### src/rtl/seq_detect_param.sv
`default_nettype none
// +----------------------------------------------------------------------------+
// | seq_detect_param : serial bit-pattern detector, prefix-function Moore FSM. |
// | Optional saturating match counter enabled by SEQ_DETECT_COUNT_EN.         |
// | Rev 1.0                                                                    |
// +----------------------------------------------------------------------------+
module seq_detect_param #(
  parameter int                   PATTERN_W = 4,
  parameter logic [PATTERN_W-1:0] PATTERN   = 4'b0011,
  parameter int                   OVERLAP   = 1,
  parameter int                   COUNT_W   = 8,
  localparam int                  SW        = $clog2(PATTERN_W + 1)
) (
  input  logic               clk,
  input  logic               rst,
  input  logic               x,
  input  logic               en,
  output logic               y,
  output logic [SW-1:0]      cs,
  output logic [SW-1:0]      ns,
  output logic [COUNT_W-1:0] match_count
);

  localparam logic [SW-1:0] DETECT = SW'(PATTERN_W);

  // Next state for "k pattern bits matched, then b arrives": the longest pattern
  // prefix that is a suffix of the received string. Leaving DETECT without
  // overlap restarts from an empty history.
  function automatic int calc_next(input int k, input logic b);
    logic [PATTERN_W:0] s;
    int                 best;
    logic               ok;
    s    = '0;
    best = 0;
    if (k == PATTERN_W && OVERLAP == 0) begin
      best = (b == PATTERN[PATTERN_W-1]) ? 1 : 0;
    end else begin
      for (int i = 0; i < PATTERN_W; i++) begin
        if (i < k) s[i] = PATTERN[PATTERN_W-1-i];
      end
      s[k] = b;
      for (int j = 1; j <= PATTERN_W; j++) begin
        if (j <= k + 1) begin
          ok = 1'b1;
          for (int i = 0; i < j; i++) begin
            if (s[k+1-j+i] != PATTERN[PATTERN_W-1-i]) ok = 1'b0;
          end
          if (ok) best = j;
        end
      end
    end
    return best;
  endfunction

  logic [SW-1:0] next_on0 [0:PATTERN_W];
  logic [SW-1:0] next_on1 [0:PATTERN_W];
  logic [SW-1:0] cs_q;
  logic [SW-1:0] ns_d;

  for (genvar k = 0; k <= PATTERN_W; k++) begin : g_tbl
    localparam int NS0 = calc_next(k, 1'b0);
    localparam int NS1 = calc_next(k, 1'b1);
    assign next_on0[k] = SW'(NS0);
    assign next_on1[k] = SW'(NS1);
  end

  always_comb begin
    ns_d = '0;
    if (cs_q <= DETECT) begin
      ns_d = x ? next_on1[cs_q] : next_on0[cs_q];
    end
  end

  always_ff @(posedge clk) begin
    if (rst) begin
      cs_q <= '0;
    end else if (en) begin
      cs_q <= ns_d;
    end
  end

  assign cs = cs_q;
  assign ns = ns_d;
  assign y  = (cs_q == DETECT);

`ifdef SEQ_DETECT_COUNT_EN
  logic [COUNT_W-1:0] count_q;

  always_ff @(posedge clk) begin
    if (rst) begin
      count_q <= '0;
    end else if (en && (ns_d == DETECT) && (count_q != {COUNT_W{1'b1}})) begin
      count_q <= count_q + 1'b1;
    end
  end

  assign match_count = count_q;
`else
  assign match_count = {COUNT_W{1'b0}};
`endif

endmodule
`default_nettype wire
### config.mk
export PLATFORM = sky130hd
export DESIGN_NAME = seq_detect_param
export DESIGN_NICKNAME = d
export VERILOG_FILES = /design/src/rtl/seq_detect_param.sv
export SDC_FILE = /design/constraint.sdc
export NUM_CORES = 1
export LEC_CHECK = 0
export CAP_MARGIN = 20
export CORE_AREA = 2 2 39 41
export CTS_BUF_LIST = sky130_fd_sc_hd__clkbuf_4
export DETAILED_ROUTE_END_ITERATION = 8
export DIE_AREA = 0 0 41 43
export PLACE_DENSITY = 0.5
export SLEW_MARGIN = 20
export SYNTH_ARGS = -nofsm -noshare
export SYNTH_HDL_FRONTEND = slang
export SYNTH_SLANG_ARGS = --single-unit
### constraint.sdc
create_clock -name clk -period 1.7 [get_ports clk]
set_input_delay 0.34 -clock clk [delete_from_list [all_inputs] [get_ports clk]]
set_output_delay 0.34 -clock clk [all_outputs]
set_load 0.03 [all_outputs]
Word-level counts from Yosys, hierarchy flattened
Memories as Yosys holds them, arrays and structs flattened.
Cells that the tools add are included.
{"block": "totals", "reg_bits": 3, "mem_bits_ro": 48, "inputBits": 4, "out_inout_bits": 15, "wordCells": 13, "memories": 2}
{"name": "(name not given)", "depth": 8, "word_bits": 3, "rd": 1, "rd_ports_with_merged_regs": 0, "wr": 0, "line_no": "70", "text": "ns_d = x ? next_on1[cs_q] : next_on0[cs_q];"}
{"name": "(name not given)", "depth": 8, "word_bits": 3, "rd": 1, "rd_ports_with_merged_regs": 0, "wr": 0, "line_no": "70"}
{"block": "op_classes", "order_cmp": 2, "n_eq_ne": 1, "muxes": 6, "n_bitwise": 1}
{"operator": "$mux 3", "n": 6}
{"operator": "$ge 4x4->1 const B", "n": 1}
{"operator": "$not 3->4", "n": 1}
{"operator": "$eq 3x3->1 const B", "n": 1}
{"operator": "$le 3x3->1 const B", "n": 1}

Logic depth before layout (Yosys ltp)
{"block": "logic_depth", "depth_word": 6, "ltp_mapped": 5, "depth_no_buf": 5}

Least setup slack after synthesis
Ideal clock, no wire load.
{"block": "synth_path", "path_kind": "register to output", "from": "register cs_q[0] (netlist: cs[0])", "to": "output ns[0]", "arrival_ns": 1.544, "required_ns": 1.360, "path_slack_ns": -0.184, "path_stages_with_launch": 6, "path_buffers": 0, "cell_sequence": "dfxtp_1 -> inv_1 -> ha_1 -> or2_1 -> a21o_1 -> nand2_1"}
{"block": "synth_between", "elab_chain_cells": 6, "word_cells_on_any_way": 10, "cone_classes": "1 x order compare; 6 x mux; 1 x bitwise; 2 x memory"}
{"item": "start: declaration", "line_no": "57", "text": "logic [SW-1:0] cs_q;"}
{"item": "start signal: assignment", "line_no": "78", "text": "cs_q <= ns_d;"}
{"item": "$not 3->4 (implied by the code)", "line_no": "70"}
{"item": "$mem_v2 8x3"}
{"item": "$mux 3 (implied by the code) (2 in a row)", "line_no": "70"}
{"item": "$mux 3", "line_no": "70"}
{"item": "$mux 3 *", "line_no": "69", "text": "if (cs_q <= DETECT) begin"}
{"item": "end: declaration", "line_no": "20", "text": "output logic [SW-1:0] ns,"}
Mark *: on every way between the ends. The rest lies on a longest branch, timed or not. The select of a mux whose other input is x is not followed.

Final worst setup path
{"block": "layout_path", "from": "register cs_q[1] (netlist: cs[1])", "to": "output ns[0]"}
Same word-level chain as after synthesis.

==> impl_table.tex <==
\begin{tabular}{lr}
\hline
Metric & Value \\
\hline
\multicolumn{2}{l}{\textbf{Run status}} \\
Status & complete, but fails checks \\
Failing checks & setup timing \\
\multicolumn{2}{l}{\textbf{Timing}} \\
Finish-stage setup viols & 1 \\
Fmax & around 580 MHz \\
Slew Limit Fails & 0 \\
Final hold slack & 0.598 ns \\
Final period demand of the worst path & 1.72 ns \\
Hold violation total from the final report & 0 \\
Post-layout worst setup margin & -0.0239 ns \\
Worst setup skew after layout & 0.000287 ns \\
Final cycle utilization of the critical path & 1.01 \\
Setup repair after global routing missed its margin & true \\
\multicolumn{2}{l}{\textbf{Global routing}} \\
Global-route wire length before repair & about 1000 um \\
Met3 layer usage reported by global route & 0.0366 \\
Vias in the first global route & approximately 250 \\
GR Layer Usage met2 & 0.119 \\
Most crowded layer after global routing & met2 \\
Antenna violations before repair & 0 \\
Largest net degree at the start of global routing & 7 \\
Remaining Overflow, GRT & 0 \\
Global-route usage over all layers & 0.0863 \\
Global-route track usage on met1 & 0.103 \\
\multicolumn{2}{l}{\textbf{Place}} \\
Buffers added on ports & 10 \\
Pre-CTS setup slack & -0.0507 ns \\
Cell area after placement & between 300 and 400 um2 \\
Routability congestion estimate & 0.715 \\
Cell count after placement & between 60 and 70 \\
HPWL after detailed placement & 474 um \\
\multicolumn{2}{l}{\textbf{Detailed routing}} \\
DRT antenna net count & 0 \\
Residual DRC & 0 \\
Number of vias per cell after detailed routing & 3.71 \\
1st-iter DRT viols & 2 \\
Vias & 252 \\
Number of iterations in the first detailed-routing pass & 2 \\
Average wire per cell in the routed design & a little under 9 um \\
Total routed wirelength & 600 um \\
\multicolumn{2}{l}{\textbf{Critical path}} \\
Critical path type & reg -> out \\
Setup crit end kind & output pin \\
Critical path cell sequence & inv\_2 > ha\_4 > or2\_1 > a21o\_1 > nand2\_2 > buf\_6 \\
Worst stage delay on the critical path & 0.32 ns \\
Data required time of the worst path & approximately 1.4 ns \\
Kind of launch point of the worst setup path & flop \\
Maximum fanout along the worst path & 2 \\
Crit path max-delay cell type & sky130\_fd\_sc\_hd\_\_dfxtp\_2 \\
Worst EP arrival & $\sim$1.4 ns \\
\multicolumn{2}{l}{\textbf{Layout}} \\
Commonest cells after routing, fill and taps aside & sky130\_fd\_sc\_hd\_\_buf\_4, sky130\_fd\_sc\_hd\_\_conb\_1, sky130\_fd\_sc\_hd\_\_clkbuf\_4 \\
Commonest non-fill, non-tap cell in the layout & sky130\_fd\_sc\_hd\_\_buf\_4 \\
Number of cells in the finished layout apart from fillers & 68 \\
Antenna diode count & 0 \\
Util after Layout & 0.330 \\
Final net count & 60 \\
Multi-input logic area & around 190 um2 \\
Layout cells sized above 1 & 0.404 \\
Fill cell count & 158 \\
Flip-flop count of the largest register after layout & 3 \\
Area growth syn-to-layout & 68.2\% \\
Sequential cell area in the final layout & $\sim$63 um2 \\
Total non-filler cell area in the finished layout & approximately 460 um2 \\
\multicolumn{2}{l}{\textbf{Min path}} \\
Worst min-delay path category & reg -> reg \\
\multicolumn{2}{l}{\textbf{Die}} \\
Std cell rows & 14 \\
I/O pin total & 19 \\
Die Width & about 41 um \\
Initial standard-cell utilization of the core & 0.196 \\
Area of the core & approximately 1400 um2 \\
Height of the chip & around 43 um \\
Die area & around 1800 um2 \\
\multicolumn{2}{l}{\textbf{Job}} \\
MaxCap Viol Count & 0 \\
\multicolumn{2}{l}{\textbf{Synth}} \\
Post-Syn Area & between 200 and 300 um2 \\
Post-Syn Instances & 32 \\
Seq cells post-synth & 3 \\
Yosys warns & 0 \\
Distinct cells, synth & 16 \\
Syn\_area\_per\_cell & 8.48 um2 \\
Sequential area share after synthesis & 0.221 \\
\multicolumn{2}{l}{\textbf{Clocking}} \\
Clock buffers created by TritonCTS & 3 \\
Maximum buffer depth of the clock tree & 2 \\
H-tree depth & 1 \\
Total number of clock tree sinks & 3 \\
TritonCTS clock tree & done \\
Clock-pin slew reported for the worst setup and hold paths after clock tree synthesis & 0.04 ns \\
Clock Latency Late Sink & about 0.23 ns \\
Clock root buffer & sky130\_fd\_sc\_hd\_\_clkbuf\_4 \\
\multicolumn{2}{l}{\textbf{Power and ir drop}} \\
Maximum VDD drop & 0.258 mV \\
Leakage component of the power & approximately 0.00026 uW \\
Power density over cell area & between 700 and 800 nW/um2 \\
\hline
\end{tabular}
-- cells by family (layout without fill, tap and decap cells) --
logic type / Yosys count / after routing / share of synthesized area
simple gates: 10 / 10 / 0.217
buf+inv: 10 / 23 / 0.249
fa+ha+maj: 3 / 3 / 0.138
compound gates: 3 / 3 / 0.0876
flops: 3 / 3 / 0.221
mux: 2 / 2 / 0.0737
other cells: 1 / 8 / 0.0138
-- final cells by class --
type | count | share of cell area
multi-input cells | 26 | 0.405
repair buffers | 17 | 0.332
inverters | 2 | 0.0164
flip-flops and latches | 3 | 0.137
clock buffers | 4 | 0.0658
well taps | 16 | 0.0438
-- Yosys cell counts (all sizes together) --
master / number / area share
nand2: 2 / 0.028
or2: 1 / 0.023
nor2: 3 / 0.041
a21o: 1 / 0.028
dfxtp: 3 / 0.22
inv: 2 / 0.028
or4b: 1 / 0.037
buf: 8 / 0.22
and3b: 1 / 0.037
conb: 1 / 0.014
nand3b: 1 / 0.028
a311oi: 1 / 0.032
and2: 1 / 0.023
mux2i: 2 / 0.074
ha: 3 / 0.14
o31ai: 1 / 0.028
-- stage by stage --
| stage | total power, uW | TNS, ns |
|---|---|---|
| after detailed placement | 172 | -0.108 |
| after CTS | 328 | -0.0411 |
| after global routing | 349 | -0.150 |
| final | 320 | -0.0239 |
| after floorplan | 151 | 0 |
| after global placement | 173 | -0.167 |
-- what timing repair did --
item                                    in CTS  in global routing
resized for setup                            6                  2
setup buffers                                2                  0
endpoints found under the setup margin       3                  4
hold buffers                                 0                  0
pin swaps                                    3                  0
-- path summary, 6_finish.rpt --
path | to | from | slack [ns] | cells after the start
hold / removal | cs[1] | cs[1] | 0.60 | 3
setup / recovery | ns[0] | cs[1] | -0.02 | 6
setup reg to reg | cs[0] | cs[1] | 0.24 | 6
hold reg to reg | cs[1] | cs[1] | 0.60 | 3
-- power by group --
group / switching [uW] / total [uW] / internal, uW
clock network: 34.4 / 138 / 104
registers: 1.78 / 76.2 / 74.4
logic: 63.7 / 105 / 41.7
total: 99.9 / 320 / 220
-- metal layers --
layer  vias up  part of all wire
li1        130                 -
met1       111              0.42
met2        11              0.48
met3         0             0.093
met4         0                 0
met5         -                 0
-- worst max-delay path: cells and delay by family (launching register included) --
| family | cells | cell delay (ns) |
|---|---|---|
| compound gates | 1 | 0.18 |
| fa+ha+maj | 1 | 0.23 |
| flops | 1 | 0.32 |
| simple gates | 2 | 0.26 |
| buf+inv | 2 | 0.17 |
Note: power is estimated with default switching activity, not from simulation.
